<file path="src/rtl/mult_issue_ctrl.sv">
// Operand issue and result collection around the fixed-latency multiplier core.
// Optional MULT_ISSUE_STATS_EN adds saturating accept/stall counters.
module mult_issue_ctrl #(
  parameter int WIDTH       = 32,
  parameter int MUL_LATENCY = 2,
  parameter int FIFO_DEPTH  = 4
) (
  input  logic             clk,
  input  logic             rst,
  input  logic             flush,
  input  logic             in_valid,
  output logic             in_ready,
  input  logic [WIDTH-1:0] in_a,
  input  logic [WIDTH-1:0] in_b,
  output logic [WIDTH-1:0] mul_a,
  output logic [WIDTH-1:0] mul_b,
  input  logic [WIDTH-1:0] mul_z,
  output logic             out_valid,
  input  logic             out_ready,
  output logic [WIDTH-1:0] out_z,
  output logic             busy
`ifdef MULT_ISSUE_STATS_EN
  ,
  output logic [15:0]      stat_issued,
  output logic [15:0]      stat_stall
`endif
);

  localparam int PW = (FIFO_DEPTH > 1) ? $clog2(FIFO_DEPTH) : 1;
  localparam int CW = $clog2(FIFO_DEPTH + MUL_LATENCY + 1);

  logic [MUL_LATENCY-1:0]               vld_pipe_q, vld_pipe_d;
  logic [WIDTH-1:0]                     mul_a_q, mul_a_d, mul_b_q, mul_b_d;
  logic [FIFO_DEPTH-1:0][WIDTH-1:0]     mem_q, mem_d;
  logic [PW-1:0]                        rd_ptr_q, rd_ptr_d, wr_ptr_q, wr_ptr_d;
  logic [CW-1:0]                        cnt_q, cnt_d;
  logic [CW-1:0]                        inflight;
  logic                                 accept, push, pop;

  // Credits are derived from registered state only, so a pop frees a slot one cycle later.
  always_comb begin
    inflight = '0;
    for (int i = 0; i < MUL_LATENCY; i++) inflight = inflight + CW'(vld_pipe_q[i]);
  end

  assign in_ready  = !rst && !flush && ((inflight + cnt_q) < CW'(FIFO_DEPTH));
  assign accept    = in_valid && in_ready;
  assign push      = vld_pipe_q[MUL_LATENCY-1] && !flush;
  assign pop       = out_ready && (cnt_q != '0) && !flush;

  always_comb begin
    mul_a_d    = mul_a_q;
    mul_b_d    = mul_b_q;
    vld_pipe_d = '0;
    mem_d      = mem_q;
    rd_ptr_d   = rd_ptr_q;
    wr_ptr_d   = wr_ptr_q;
    cnt_d      = cnt_q;

    if (accept) begin
      mul_a_d = in_a;
      mul_b_d = in_b;
    end
    vld_pipe_d[0] = accept;
    for (int i = 1; i < MUL_LATENCY; i++) vld_pipe_d[i] = vld_pipe_q[i-1];

    if (push) begin
      mem_d[wr_ptr_q] = mul_z;
      wr_ptr_d        = wr_ptr_q + PW'(1);
    end
    if (pop) rd_ptr_d = rd_ptr_q + PW'(1);
    case ({push, pop})
      2'b10:   cnt_d = cnt_q + CW'(1);
      2'b01:   cnt_d = cnt_q - CW'(1);
      default: cnt_d = cnt_q;
    endcase

    // Flush drops everything in flight and queued; operand registers keep their value.
    if (flush) begin
      vld_pipe_d = '0;
      cnt_d      = '0;
      rd_ptr_d   = wr_ptr_q;
    end
  end

  always_ff @(posedge clk or posedge rst) begin
    if (rst) begin
      vld_pipe_q <= '0;
      mul_a_q    <= '0;
      mul_b_q    <= '0;
      mem_q      <= '0;
      rd_ptr_q   <= '0;
      wr_ptr_q   <= '0;
      cnt_q      <= '0;
    end else begin
      vld_pipe_q <= vld_pipe_d;
      mul_a_q    <= mul_a_d;
      mul_b_q    <= mul_b_d;
      mem_q      <= mem_d;
      rd_ptr_q   <= rd_ptr_d;
      wr_ptr_q   <= wr_ptr_d;
      cnt_q      <= cnt_d;
    end
  end

  assign mul_a     = mul_a_q;
  assign mul_b     = mul_b_q;
  assign out_valid = (cnt_q != '0);
  assign out_z     = out_valid ? mem_q[rd_ptr_q] : '0;
  assign busy      = (|vld_pipe_q) || out_valid;

`ifdef MULT_ISSUE_STATS_EN
  logic [15:0] issued_q, issued_d, stall_q, stall_d;

  always_comb begin
    issued_d = issued_q;
    stall_d  = stall_q;
    if (accept && (issued_q != 16'hFFFF)) issued_d = issued_q + 16'd1;
    if (in_valid && !in_ready && (stall_q != 16'hFFFF)) stall_d = stall_q + 16'd1;
  end

  always_ff @(posedge clk or posedge rst) begin
    if (rst) begin
      issued_q <= '0;
      stall_q  <= '0;
    end else begin
      issued_q <= issued_d;
      stall_q  <= stall_d;
    end
  end

  assign stat_issued = issued_q;
  assign stat_stall  = stall_q;
`endif

endmodule

</file>
<file path="config.mk">
export PLATFORM = sky130hd
export DESIGN_NAME = mult_issue_ctrl
export DESIGN_NICKNAME = d
export VERILOG_FILES = /design/src/rtl/mult_issue_ctrl.sv
export SDC_FILE = /design/constraint.sdc
export NUM_CORES = 1
export LEC_CHECK = 0
export CAP_MARGIN = 20
export CELL_PAD_IN_SITES_DETAIL_PLACEMENT = 0
export CELL_PAD_IN_SITES_GLOBAL_PLACEMENT = 1
export CORE_AREA = 2 2 149 151
export CTS_CLUSTER_DIAMETER = 150
export DETAILED_ROUTE_END_ITERATION = 12
export DIE_AREA = 0 0 151 153
export GPL_TIMING_DRIVEN = 0
export MAX_ROUTING_LAYER = met4
export PLACE_DENSITY = 0.76
export SKIP_CTS_REPAIR_TIMING = 1
export SLEW_MARGIN = 15
export SYNTH_ARGS = -nofsm -noshare
export SYNTH_HDL_FRONTEND = slang
export SYNTH_SLANG_ARGS = --single-unit
export TNS_END_PERCENT = 5
</file>
<file path="constraint.sdc">
create_clock -name clk -period 9.3 [get_ports clk]
set_clock_uncertainty 0.2 [all_clocks]
set_input_delay 1.86 -clock clk [delete_from_list [all_inputs] [get_ports clk]]
set_output_delay 1.86 -clock clk [all_outputs]
set_load 0.05 [all_outputs]
</file>
==> impl_metrics.tcl, run 1 <==
set metrics [dict create \
    cts.clk_slew.worst_paths_ps 60 \
    vias 5294 \
    maxCapViolCount 0 \
    maxSlewViolCount 0 \
    maxSlewHeadroom_pct 45.5 \
    row_count 54 \
    grt-ovfl-total 0 \
    port_buffers 199 \
    core_um2 21500 \
    wl_per_cell_um 19.1 \
    synthDistinctLibCells 30 \
    fin_crit_sh_pct 61.8 \
    p_leak_nw 5.38 \
    placed_cell_area_um2 11200 \
    cellPowerDensity_nw_per_um2 330 \
    ff_latch_area_um2 5030 \
    synthTopCellsByArea "dfrtp_1 57%, mux2_2 18%, mux2_4 8.3%" \
    yosysSeqAreaShare_pct 56.7 \
    drive_gt1_share_pct 36.9 \
    mostFrequentLayoutCell "dfrtp_1" \
    grt_pass1_wl_um 32300 \
    synth_nets 643 \
    clock-root-buffer "clkbuf_16" \
    nNetsFinal 867 \
    grt_max_degree 117 \
    insertion_delay_ps 490 \
    ys_warn_count 0 \
    drc 0 \
    pre_cts_slack_ps 3540 \
    h-tree-depth 1 \
    grt_setup_unrepaired "no" \
    wl_um 20100 \
    multi_input_area_um2 3590 \
    dr.pass1.iters 4 \
    start_util_pct 41.3 \
    insertedDiodeCount 0 \
    n_fill_cell 1717 \
    drtIter0Drc 205 \
    antenna_found_initial 0 \
    cts_made_buffers 22 \
    setup_ws_ps 3550 \
    netlist_area_um2 8870 \
    grt_pass1_vias 5918 \
    die_y_um 153 \
    period_needed_ps 5750 \
    status "finished clean" \
    dp_hpwl_um 13700 \
    cp_max_fo 10 \
    finalWeightedCongestion 0.743 \
    hold_class "reg2reg" \
    dieArea_um2 23100 \
    mostFrequentLayoutCells "201 x dfrtp_1, 199 x clkdlybuf4s50_1, 143 x mux2_2" \
    cts.sinks 201 \
    max_freq_mhz 174 \
    fin_area_um2 11900 \
    tightest_slew_ps 817 \
    drt.antenna.violating_nets 0 \
    setup_viol 0 \
    synth_top_cell_area_share_pct 56.7 \
    ir_worst_vdd_mv 0.260 \
    syn_to_final_growth_pct 34.6 \
    syn_area_per_cell_um2 16.5 \
    crit_required_ps 7240 \
    critPathLaunchType "input pin" \
    grt_usage_pct 18.4 \
    cts_tree "yes" \
    ioPinCount 200 \
    fp.dieW_um 151 \
    critPathKind "in2out" \
    via_per_inst 5.03 \
    yosys.area.top_type "dfrtp_1" \
    arrival_ps 3690 \
    endpoint_kind "output pin" \
    clockBufferDepth 3 \
    ys_ff_latch 201 \
    synthCells 536 \
    hold_viol_final 0 \
]
final timing paths:
check | depth (start not counted) | from | slack [ps] | endpoint
worst max-delay path | 5 | flush | 3550 | in_ready
worst min-delay path | 1 | mem_q[66]$_DFFE_PP0P_ | 300 | mem_q[66]$_DFFE_PP0P_
worst max register to register | 7 | cnt_q[1]$_DFFE_PP0P_ | 6860 | cnt_q[2]$_DFFE_PP0P_
worst min register to register | 1 | mem_q[66]$_DFFE_PP0P_ | 300 | mem_q[66]$_DFFE_PP0P_
max in group asynchronous | 3 | rst | 6290 | mem_q[26]$_DFFE_PP0P_
min in group asynchronous | 2 | rst | 1740 | wr_ptr_q[0]$_DFFE_PP0P_
worst max-delay path, stage by stage:
cell and delay (ps):
clkdlybuf4s50_1 420, clkbuf_1 230, nor2_1 210, o21a_1 150, clkdlybuf4s50_1 820
synth_stat cells, drive strengths merged:
cell type,instances
nor3,2
dfrtp,201
nor2,4
xnor2,3
nand2,8
fa,1
o211a,1
mux4,32
or3,2
clkbuf,10
mux2i,2
or2,1
buf,23
and3,1
ha,5
o21a,1
and2,33
mux2,192
inv,3
xor2,2
o31ai,1
a21oi,1
nor2b,2
nand3,1
a21o,1
o21ai,3
state kept, by name, summed over array words and instances, names as in the netlist:
name / cells
mul_b: 32
rd_ptr_q: 2
mem_q: 128
cnt_q: 3
vld_pipe_q: 2
wr_ptr_q: 2
mul_a: 32
metal layers:
metal | wire [µm] | up-vias | GRT usage, %
met1 | 8630 | 2734 | 24.1
met4 | 363 | 0 | 4.67
li1 | - | 2371 | -
met3 | 1290 | 25 | 4.30
met5 | 0 | - | -
met2 | 9780 | 164 | 29.0
where the power goes:
| part | internal (mW) | switching (mW) | leakage, nW |
|---|---|---|---|
| combinational | 0.775 | 0.977 | 2.47 |
| clock | 0.498 | 0.333 | 0.342 |
| sequential | 1.18 | 0.172 | 2.57 |
| total | 2.46 | 1.48 | 5.38 |
kinds of logic (layout without fill, tap and decap cells):
logic type,Yosys count,in the layout,synth area share (%)
xor+xnor,5,5,0.494
mux,226,226,34.8
simple gates,54,54,3.49
buf+inv,36,273,2.82
fa+ha+maj,6,6,0.931
flops,201,201,56.7
compound gates,8,8,0.734
cell type report:
cell class	count	share of cell area, %
Timing Repair Buffer	200	16.9
Buffer	33	2.00
Inverter	3	0.157
Clock inverter	2	0.115
Sequential cell	201	42.1
Clock buffer	35	5.70
Tap cell	280	2.93
Multi-Input combinational cell	299	30.0
stage by stage:
step,util (%),cells,hold slack [ps],power (mW),setup TNS (ps)
after floorplan,-,536,274,2.55,0
after global routing,55.6,1053,307,4.13,0
after detailed placement,52.3,1016,288,3.13,0
final,55.6,1053,298,3.94,0
after CTS,55.6,1053,302,3.99,0
after global placement,52.2,1015,280,3.08,-90570
Note: power is estimated with default switching activity, not from simulation.
==> run 2: changes to the inputs <==
==> constraint.sdc (replaced) <==
create_clock -name clk -period 5.9 [get_ports clk]
set_clock_uncertainty 0.2 [all_clocks]
set_input_delay 1.18 -clock clk [delete_from_list [all_inputs] [get_ports clk]]
set_output_delay 1.18 -clock clk [all_outputs]
set_load 0.05 [all_outputs]
==> run 2 against run 1 <==
  * Hold slack improved by 1.5 ps
  * Total power increased by 60%
  * Highest routed layer unchanged
  * Core utilization grew 0.61 points
  * Clock power increased by 68%
  * Design area grew 1.1%
  * Largest power group unchanged
  * Final cell count increased by 0.66%
  * Die area stayed put
  * Non-clock buffer count up 4
==> impl_metrics.tcl, run 2 (same netlist as run 1, synthesis figures left out) <==
set metrics [dict create \
    dr.pass1.iters 4 \
    multi_input_area_um2 3590 \
    max_freq_mhz 224 \
    clkPwrFrac_pct 22.2 \
    wl_per_cell_um 19.2 \
    maxSlewViolCount 0 \
    fin_crit_sh_pct 75.6 \
    drt.antenna.violating_nets 0 \
    n_fill_cell 1668 \
    grt_setup_unrepaired "no" \
    h-tree-depth 1 \
    setup_viol 0 \
    antenna_found_initial 0 \
    period_needed_ps 4460 \
    rrSetupSlack_ps 3480 \
    grt_usage_pct 18.6 \
    cts_made_buffers 22 \
    insertedDiodeCount 0 \
    r2r_end "cnt_q[2]$_DFFE_PP0P_" \
    mostFrequentLayoutCells "201 x dfrtp_1, 199 x clkdlybuf4s50_1, 143 x mux2_2" \
    cts.sinks 201 \
    cts_tree "yes" \
    p_int_mw 3.96 \
    critPathKind "reg2out" \
    clock-root-buffer "clkbuf_16" \
    rr_startpoint "cnt_q[1]$_DFFE_PP0P_" \
    cp_max_fo 10 \
    endpoint_kind "output pin" \
    nNetsFinal 871 \
    clockBufferDepth 3 \
    grt_pass1_vias 6101 \
    dieArea_um2 23100 \
    largest_reg_flops 128 \
    finalHoldWorstSlack_ps 300 \
    via_per_inst 4.96 \
    ff_latch_area_um2 5030 \
    maxCapViolCount 0 \
    drtIter0Drc 167 \
    dp_hpwl_um 14400 \
    reg2reg_depth 7 \
    vias 5255 \
    drc 0 \
    row_count 54 \
    finalWeightedCongestion 0.750 \
    grt_max_degree 38 \
    port_buffers 199 \
    die_y_um 153 \
    power_frac_comb_pct 43.9 \
    p_switching_mw 2.35 \
    hold_viol_final 0 \
    fp.dieW_um 151 \
    grt-ovfl-total 0 \
    cp-startpoint "rd_ptr_q[1]$_DFFE_PP0P_" \
    ioPinCount 200 \
    arrival_ps 3080 \
    hold_class "reg2reg" \
    mostFrequentLayoutCell "dfrtp_1" \
    regMostFlops "mem_q" \
    whs_path_depth 1 \
    tightest_slew_ps 877 \
    drive_gt1_share_pct 37.7 \
    tns_ps 0 \
    ir_worst_vdd_mv 0.368 \
    grt_pass1_wl_um 32600 \
    p_leak_nw 5.44 \
    swShare_pct 37.3 \
    wl_um 20300 \
    status "finished clean" \
    insertion_delay_ps 490 \
    seq_power_share_pct 33.9 \
    cellPowerDensity_nw_per_um2 523 \
    critPathLaunchType "register" \
    cp-endpoint "out_z[11]" \
    start_util_pct 41.3 \
    core_um2 21500 \
    maxSlewHeadroom_pct 41.5 \
    utilization_pct 56.2 \
    crit_required_ps 4520 \
    cts.clk_slew.worst_paths_ps 60 \
    syn_to_final_growth_pct 36.1 \
]
==> run 2: cell types whose count changed in the layout (fill, tap and decap cells not counted), sizes merged <==
cell and delta:
clkinv +2, clkinvlp +2, bufinv +2, buf +4, clkbuf -3
==> run 2: layer usage <==
metal	up-vias	track usage, %	part of all wire (%)
li1	2384	-	-
met1	2667	23.4	42
met2	173	30.2	49
met3	31	5.01	7.5
met4	0	4.45	2.0
met5	-	-	0
==> run 2: layout make-up <==
| class | instances | area share [%] |
|---|---|---|
| plain buffers | 33 | 1.98 |
| clock buffers | 32 | 5.46 |
| clock inverters | 8 | 0.798 |
| inverters | 3 | 0.124 |
| multi-input cells | 299 | 29.7 |
| flip-flops and latches | 201 | 41.7 |
| well taps | 280 | 2.90 |
| repair buffers | 204 | 17.3 |
==> run 2: metrics by stage <==
stage | worst slack (ps) | power (mW) | cell area [µm²] | instances
2_1_floorplan | 1920 | 4.02 | 8870 | 536
3_3_place_gp | 529 | 4.87 | 11200 | 1015
3_5_place_dp | 1490 | 4.95 | 11300 | 1020
4_1_cts | 1420 | 6.40 | 12100 | 1060
5_1_grt | 1340 | 6.63 | 12100 | 1060
6_report | 1440 | 6.31 | 12100 | 1060
==> run 2: worst min path at each step <==
stage                          start                    end  slack, ps
2_1_floorplan  mem_q[94]$_DFFE_PP0P_  mem_q[94]$_DFFE_PP0P_        270
3_3_place_gp   mem_q[70]$_DFFE_PP0P_  mem_q[70]$_DFFE_PP0P_        280
3_5_place_dp   mem_q[68]$_DFFE_PP0P_  mem_q[68]$_DFFE_PP0P_        290
4_1_cts        mem_q[68]$_DFFE_PP0P_  mem_q[68]$_DFFE_PP0P_        300
5_1_grt        mem_q[86]$_DFFE_PP0P_  mem_q[86]$_DFFE_PP0P_        310
6_report       mem_q[80]$_DFFE_PP0P_  mem_q[80]$_DFFE_PP0P_        300
==> run 2: worst max-delay path: stages (launching register included) <==
cell and delay (ps):
dfrtp_1 320, clkbuf_1 270, clkbuf_1 700, mux4_2 350, and2_1 130, clkdlybuf4s50_1 810
==> run 2: power groups by stage <==
stage | Clock [mW] | Combinational, mW | Sequential (mW)
after floorplan | 0 | 1.30 | 2.72
after global placement | 0 | 2.76 | 2.12
after detailed placement | 0 | 2.81 | 2.15
after CTS | 1.45 | 2.81 | 2.14
after global routing | 1.51 | 2.92 | 2.20
final | 1.40 | 2.77 | 2.14
==> run 3: changes to the inputs <==
==> constraint.sdc (replaced) <==
create_clock -name clk -period 4.3 [get_ports clk]
set_clock_uncertainty 0.2 [all_clocks]
set_input_delay 0.86 -clock clk [delete_from_list [all_inputs] [get_ports clk]]
set_output_delay 0.86 -clock clk [all_outputs]
set_load 0.05 [all_outputs]
==> results of run 3 <==
Same layout as run 2 (identical final DEF). Status: finished clean.
Among the figures that moved: setup slack after placement 1490 ps -> 532 ps; setup slack after layout 1440 ps -> 159 ps; register-to-register setup slack 3480 ps -> 1880 ps; total power 6.31 mW -> 8.66 mW; worst IR drop on VDD 0.368 mV -> 0.505 mV
==> RTL change, RTL diff (settings of run 1) <==
Set the parameter `MUL_LATENCY` to 1 (it was 2).
--- a/src/rtl/mult_issue_ctrl.sv
+++ b/src/rtl/mult_issue_ctrl.sv
@@ -2,7 +2,7 @@
 // Optional MULT_ISSUE_STATS_EN adds saturating accept/stall counters.
 module mult_issue_ctrl #(
   parameter int WIDTH       = 32,
-  parameter int MUL_LATENCY = 2,
+  parameter int MUL_LATENCY = 1,
   parameter int FIFO_DEPTH  = 4
 ) (
   input  logic             clk,
Check against the original RTL: not equivalent (a bounded check fails within 4 cycles, from zero or initial values and one cycle with rst high).
==> RTL change against run 1 <==
- global-route usage increased by 0.61 points
- worst setup slack improved by 0.16 ns
- final area decreased by 1.2%
- critical path depth decreased by 1
- count of clock-buffer cells in the layout decreased by 17
- area after synthesis decreased by 0.63%
- synthesized cell count increased by 0.37%
- power decreased by 13%
- sequential cell count decreased by 1
- utilization decreased by 0.65 points
- wire length increased by 0.48%
- largest cell class unchanged
- largest power group is now registers
- highest routed layer unchanged
==> RTL change: results (changes against run 1) <==
vias in the first global route -> 6152 (was 5918)
P_leak -> 5.30 nW (was 5.38 nW)
critical path fanouts, max -> 2 (was 10)
Bufs on Longest Clock Path -> 2 (was 3)
Post-synth top cells -> dfrtp_1 (200), mux2_2 (143), mux2_4 (49) (was dfrtp_1 (201), mux2_2 (143), mux2_4 (49))
clk_lat worst skew -> 0.42 ns (was 0.49 ns)
VDD IR max -> 0.000148 V (was 0.000260 V)
first-pass GRT wire length -> 32700 um (was 32300 um)
main flop type after synthesis -> dfrtp_1 (unchanged)
sequential share of the synthesized area -> 56.8% (was 56.7%)
worst reg-to-reg setup slack -> 6.56 ns (was 6.86 ns)
DR vias -> 5284 (was 5294)
largest cells by area after synthesis -> dfrtp_1 (57%), mux2_2 (18%), mux2_4 (8.3%), mux4_2 (8.2%), and2_1 (2.3%) (was dfrtp_1 (57%), mux2_2 (18%), mux2_4 (8.3%), mux4_2 (8.1%), and2_1 (2.3%))
routed length per instance -> 19.3 um (was 19.1 um)
port buffer count -> 199 (unchanged)
net count after synthesis -> 644 (was 643)
number of buffers created by CTS -> 17 (was 22)
EDFF count, synth -> 0 (unchanged)
Slew headroom -> 46.3% (was 45.5%)
share of flip-flops with an asynchronous set or reset -> 100% (unchanged)
H-tree depth -> 4 (was 1)
slowest stage delay, CP -> 0.82 ns (about the same)
drt initial violations -> 144 (was 205)
dpl ws -> 3.69 ns (was 3.54 ns)
post-DP HPWL -> 14300 um (was 13700 um)
post-route minimum period -> 5.59 ns (was 5.75 ns)
kind of cell with the highest combined delay on the critical path -> buffers and inverters (unchanged)
gr usage total -> 19.0% (was 18.4%)
number of fill cells in the layout -> 1708 (was 1717)
Final #Nets -> 863 (was 867)
critical path arrival -> 3.53 ns (was 3.69 ns)
root buffer cell -> clkbuf_16 (unchanged)
Worst path depth -> 4 (was 5)
largest net degree at the start of global routing -> 121 (was 117)
Reg2Reg Depth -> 5 (was 7)
Syn. warnings -> 0 (unchanged)
Top reg by flops -> mem_q (unchanged)
layout cell share with drive strength beyond 1 -> 36.8% (was 36.9%)
first drt pass iteration count -> 5 (was 4)
CP max stage cell -> clkdlybuf4s50_1 (unchanged)
Final GP Congestion -> 0.744 (was 0.743)
library cells used by synthesis -> 34 (was 30)
run status -> complete, no violations (unchanged)
dpl cell area -> 11200 sq um (about the same)
Clock transition at path regs -> 0.07 ns
[RTL change: cell count changes in the layout (fill, tap and decap cells not counted), sizes merged, moves of 3 or more]
cell / change
inv: +4
bufinv: +4
clkbuf: -19
nand2b: +3
[RTL change: power breakdown]
| group | internal, mW | leakage (nW) | switching [mW] |
|---|---|---|---|
| combinational | 0.663 | 2.50 | 0.625 |
| clock | 0.456 | 0.294 | 0.323 |
| sequential | 1.20 | 2.51 | 0.170 |
| total | 2.32 | 5.30 | 1.12 |
[RTL change: logic make-up (layout without fill, tap and decap cells)]
group | after synthesis | count (layout) | share of synthesized area [%]
DFF | 200 | 200 | 56.8
xor gates and xnor gates | 4 | 4 | 0.398
and+or+nand+nor | 54 | 54 | 3.65
muxes | 225 | 225 | 34.9
adders and majority gates | 5 | 5 | 0.795
AOI/OAI and AO/OA | 12 | 12 | 0.937
buffers and inverters | 38 | 266 | 2.50
[RTL change: layout make-up]
class / instances / share of cell area (%)
sequential: 200 / 42.4
multi-input combinational: 300 / 30.4
timing repair buffer: 200 / 17.1
clock buffer: 18 / 3.72
tap: 280 / 2.97
buffer: 33 / 1.71
clock inverter: 10 / 1.45
inverter: 5 / 0.223
[RTL change: path summary, 6_finish.rpt]
check	start	endpoint
max	rst	in_ready
min	mem_q[78]$_DFFE_PP0P_	mem_q[78]$_DFFE_PP0P_
min reg2reg	mem_q[78]$_DFFE_PP0P_	mem_q[78]$_DFFE_PP0P_
min in group asynchronous	rst	mul_a[31]$_DFFE_PP0N_
max reg2reg	cnt_q[1]$_DFFE_PP0P_	cnt_q[1]$_DFFE_PP0P_
max in group asynchronous	rst	mem_q[56]$_DFFE_PP0P_
[RTL change: stage by stage]
step	cells	hold WS (ns)	TNS [ns]	power, mW	utilization, %
after floorplan	538	0.274	0	2.28	-
after global placement	1017	0.281	-85.76	2.63	51.9
after detailed placement	1018	0.288	0	2.69	52.1
after CTS	1046	0.303	0	3.48	54.9
after global routing	1046	0.318	0	3.63	54.9
final	1046	0.302	0	3.44	54.9
[RTL change: per-layer routing]
metal,GRT usage (%),vias to the layer above,wire [um]
met5,-,-,0
met4,4.45,0,193
met3,5.37,13,1390
met2,31.2,188,10100
met1,23.4,2708,8520
li1,-,2375,-
